--- src/rtl/hpdcache_flush_all_sequencer.sv ---
// rtl/hpdcache_flush_all_sequencer.sv - cache-wide flush sequencer: scans directory sets, issues dirty lines to flush controller
module hpdcache_flush_all_sequencer #(
    parameter int unsigned Sets     = 64,
    parameter int unsigned Ways     = 8,
    parameter int unsigned TagWidth = 20,
    localparam int unsigned SetW    = $clog2(Sets),
    localparam int unsigned WayW    = (Ways > 1) ? $clog2(Ways) : 1,
    localparam int unsigned NlineW  = TagWidth + SetW
) (
    input  logic                     clk_i,
    input  logic                     rst_ni,
    input  logic                     start_i,
    output logic                     busy_o,
    output logic                     done_o,
    output logic                     dir_rd_req_o,
    input  logic                     dir_rd_gnt_i,
    output logic [SetW-1:0]          dir_rd_set_o,
    input  logic [Ways-1:0]          dir_rd_dirty_i,
    input  logic [Ways*TagWidth-1:0] dir_rd_tags_i,
    output logic                     dir_clr_dirty_o,
    output logic [WayW-1:0]          dir_clr_way_o,
    output logic                     flush_alloc_o,
    output logic [NlineW-1:0]        flush_alloc_nline_o,
    input  logic                     flush_full_i,
    input  logic                     flush_empty_i
);

    typedef enum logic [2:0] {IDLE, READ, CAPT, SCAN, DRAIN} state_t;

    state_t                    state;
    state_t                    state_nxt;
    logic [SetW-1:0]           set_cnt;
    logic [Ways-1:0]           mask;
    logic [Ways*TagWidth-1:0]  tags;
    logic [WayW-1:0]           way;
    logic [TagWidth-1:0]       tag_sel;
    logic                      last_set;
    logic                      issue;

    assign last_set = (set_cnt == SetW'(Sets - 1));
    assign issue    = (state == SCAN) && (mask != '0) && !flush_full_i;
    assign tag_sel  = tags[way*TagWidth +: TagWidth];

    // Lowest dirty way first; scanning downward lets the lowest index win.
    always_comb begin
        way = '0;
        for (int i = Ways - 1; i >= 0; i--) begin
            if (mask[i]) way = WayW'(i);
        end
    end

    always_ff @(posedge clk_i or negedge rst_ni) begin
        if (!rst_ni) begin
            state   <= IDLE;
            set_cnt <= '0;
            mask    <= '0;
            tags    <= '0;
        end else begin
            state <= state_nxt;
            case (state)
                IDLE: if (start_i) set_cnt <= '0;
                CAPT: begin
                    mask <= dir_rd_dirty_i;
                    tags <= dir_rd_tags_i;
                end
                SCAN: begin
                    if (issue) begin
                        mask <= mask & (mask - Ways'(1));
                    end else if ((mask == '0) && !last_set) begin
                        set_cnt <= set_cnt + SetW'(1);
                    end
                end
                default: ;
            endcase
        end
    end

    always_comb begin
        state_nxt = state;
        case (state)
            IDLE:  if (start_i) state_nxt = READ;
            READ:  if (dir_rd_gnt_i) state_nxt = CAPT;
            CAPT:  state_nxt = SCAN;
            SCAN:  if (mask == '0) state_nxt = last_set ? DRAIN : READ;
            DRAIN: if (flush_empty_i) state_nxt = IDLE;
            default: state_nxt = IDLE;
        endcase
    end

    always_comb begin
        busy_o              = (state != IDLE);
        done_o              = (state == DRAIN) && flush_empty_i;
        dir_rd_req_o        = (state == READ);
        dir_rd_set_o        = ((state == READ) || (state == CAPT) || (state == SCAN)) ? set_cnt : '0;
        flush_alloc_o       = issue;
        dir_clr_dirty_o     = issue;
        dir_clr_way_o       = issue ? way : '0;
        flush_alloc_nline_o = issue ? {tag_sel, set_cnt} : '0;
    end

endmodule

--- config.mk ---
export PLATFORM = sky130hd
export DESIGN_NAME = hpdcache_flush_all_sequencer
export DESIGN_NICKNAME = d
export VERILOG_FILES = /design/src/rtl/hpdcache_flush_all_sequencer.sv
export SDC_FILE = /design/constraint.sdc
export NUM_CORES = 1
export LEC_CHECK = 0
export CAP_MARGIN = 25
export CORE_AREA = 3 3 155 157
export CTS_CLUSTER_DIAMETER = 120
export DETAILED_ROUTE_END_ITERATION = 16
export DIE_AREA = 0 0 158 160
export PLACE_DENSITY = 0.65
export SYNTH_ARGS = -nofsm -noshare
export SYNTH_HDL_FRONTEND = slang
export SYNTH_SLANG_ARGS = --single-unit
--- constraint.sdc ---
create_clock -name clk_i -period 4.9 [get_ports clk_i]
set_clock_uncertainty 0.1 [all_clocks]
set_input_delay 0.98 -clock clk_i [delete_from_list [all_inputs] [get_ports clk_i]]
set_output_delay 0.98 -clock clk_i [all_outputs]
set_load 0.01 [all_outputs]
==> results of run 1 <==
==> cells by family after synthesis <==
family,count (synthesis)
adder cells (fa/ha/maj),1
multiplexers,180
flip-flops,177
AO/OA/AOI/OAI,181
buffers and inverters,65
AND/OR/NAND/NOR,125
==> critical path, cell delays in order <==
cell	delay, ns
clkdlybuf4s50_1	0.40
and4bb_2	0.39
o211ai_1	0.16
a21o_1	0.50
o2111ai_1	0.43
clkdlybuf4s50_1	0.60
==> state kept, by name (all words and copies together), names as in the netlist <==
| register | flops |
|---|---|
| tags | 160 |
| mask | 8 |
| set_cnt | 6 |
| state | 3 |
==> placed cells by master, fill, tap and decap left out, types with 2 or more instances in the layout <==
cell | netlist | final
nor2_1 | 12 | 10
inv_1 | 5 | 5
nand3_1 | 66 | 66
nand2_1 | 10 | 10
dfrtp_1 | 177 | 177
and2_1 | 13 | 13
a21o_1 | 62 | 62
nor2b_1 | 2 | 2
a22o_1 | 7 | 7
mux2i_1 | 20 | 20
mux2_2 | 160 | 160
clkinvlp_4 | 0 | 6
buf_4 | 3 | 10
nor3_4 | 1 | 2
inv_6 | 0 | 2
or2_2 | 4 | 4
o2111ai_1 | 20 | 20
clkbuf_16 | 0 | 17
clkdlybuf4s50_1 | 0 | 212
o22ai_1 | 2 | 2
o21ai_0 | 78 | 77
buf_12 | 0 | 3
clkinv_2 | 0 | 2
nor3_1 | 4 | 4
o21ai_1 | 4 | 4
and3_1 | 4 | 4
==> cell type report <==
class | count | area (um2) | area share
sequential | 177 | 4430 | 0.384
timing repair buffer | 226 | 2270 | 0.197
clock inverter | 12 | 111 | 0.00966
clock buffer | 19 | 443 | 0.0384
tap | 285 | 357 | 0.0309
inverter | 5 | 18.8 | 0.00163
multi-input combinational | 487 | 3900 | 0.339
==> per-stage QoR <==
stage	area, um2	hold slack [ns]	cells
floorplan	8590	0.373	729
global placement	11000	0.382	1180
detailed placement	11000	0.389	1180
CTS	11500	0.405	1211
global route	11500	0.415	1211
finish	11500	0.402	1211
==> path summary, 6_finish.rpt <==
check                              from                 endpoint  depth (start not counted)
max                        flush_full_i  flush_alloc_nline_o[22]                          6
min                            tags[17]                 tags[17]                          1
max reg2reg                    state[1]                  mask[2]                          6
min reg2reg                    tags[17]                 tags[17]                          1
max in group asynchronous        rst_ni                tags[159]                          2
min in group asynchronous        rst_ni                 state[2]                          1
==> power by group <==
part,switching [mW],internal (mW)
clock network,0.601,0.712
registers,0.420,2.20
logic,1.75,1.63
==> metal layers <==
metal / wire length [um] / share of wire
met5: 23 / 0.00087
met4: 584 / 0.022
met3: 1870 / 0.071
met2: 12700 / 0.48
met1: 11300 / 0.43
==> cell usage after synthesis, types with 2 or more instances <==
cell type  instances
a21o_1            62
a22o_1             7
and2_1            13
and3_1             4
buf_2             23
buf_4              3
clkbuf_1          34
dfrtp_1          177
inv_1              5
mux2_2           160
mux2i_1           20
nand2_1           10
nand3_1           66
nor2_1            12
nor2b_1            2
nor3_1             4
o2111ai_1         20
o21ai_0           78
o21ai_1            4
o22ai_1            2
or2_2              4
==> results.cfg, run 1 <==
[synthesis]
synth_enable_flop_cells = 0
synth.area.top_cells = dfrtp_1 52%, mux2_2 21%, a21o_1 5.4%
synthMuxAreaShare = 0.233
synth_xor_area_frac = 0
yosys_register_bits = 177
synthSimpleGateAreaFrac = 0.0777
synthAdderAreaFrac = 0.00146
syn_inst = 729
synth_top_family_by_area = multiplexers
yosysWarnings = 0
synth-main-ff-cell = dfrtp_1
postSynthAreaPerCell_um2 = 11.8
syn_nets = 904
synth_top_area_frac = 0.516
yosysSeqAreaShare = 0.516
synthArstFlopShare = 1.00
ys_types = 40
synth_compound_area_frac = 0.139
netlist_area_um2 = 8590
yosysTopAreaCell = dfrtp_1

[sta]
setup_violations = 0
final.setup.worst_slack_ns = 0.370
hold_viol = 0
slew_violations = 0
rsz0062_at_grt = no
relSlewSlack = 0.413
finalCritPeriodShare = 0.924
tightestPinTransition_ns = 0.881
setup_tns_ns = 0
fmax_mhz = 221
finalCriticalPeriod_ns = 4.53

[floorplanning]
start_util = 0.379
core_area_um2 = 22600
die-area_um2 = 25300
fp.dieW_um = 158
die_h_um = 160
ios = 214
rows = 55

[global_routing]
grt_pass1_vias = 6880
use_met1 = 0.277
globalRouteMet2Util = 0.340
grt_max_degree = 109
grt.total_usage = 0.212
grt_first_pass_wirelength_um = 40500
overflow = 0
antenna_found_initial = 2
grt_busiest_layer = met2
met3_usage = 0.0650

[layout]
final_util = 0.509
final_nets = 1089
nFillCells = 2036
syn_to_final_growth_pct = 34.3
drive_gt1_frac = 0.234
antenna_cells = 0

[clock_network]
cts_tree = yes
cts.repair.resized = 0
post_cts_buffers = 0
ctsHoldBuffers = 0
clock_latency_ns = 0.43
cts_root_buffer = clkbuf_16
numCtsBuffers = 17
clkSinkCount = 177
clk_pin_slew_ns = 0.07
cts_buffer_depth = 2
h-tree-depth = 4

[detailed_routing]
detail_route.iter0.violations = 494
drt-vias-per-instance = 5.44
wire_per_inst_um = 21.8
vias = 6584
dr.pass1.iters = 4
drc_errors = 0
antenna_left = 0
finalWirelength_um = 26400

[place]
dpl.hpwl_um = 18900
gp_congestion = 0.854
pre_cts_ws_ns = 0.376
io_buffers = 213

[pwr]
p_per_area_nw_per_um2 = 634
ir_drop_v = 0.000279
total_power_mw = 7.31
p_leak_nw = 4.57

[worst_setup_path]
start_kind = input pin
crit_arrival_ns = 3.45
reg2reg_slack_ns = 2.56
critical_path_required_ns = 3.82
endpoint_kind = output port
cp_max_fo = 20
crit_type = in -> out

[run_status]
outcome = completed

[worst_hold_path]
hold_path.class = reg -> reg

[flow_run]
cap_viol_max_count = 0
No activity file was read; power rests on OpenSTA's default activity.
==> run 2, diff against run 1 <==
Settings changed: CTS_CLUSTER_SIZE set to 24, SLEW_MARGIN set to 0.
==> results of run 2 <==
The final DEF is identical to that of run 1; final timing and power are the same.
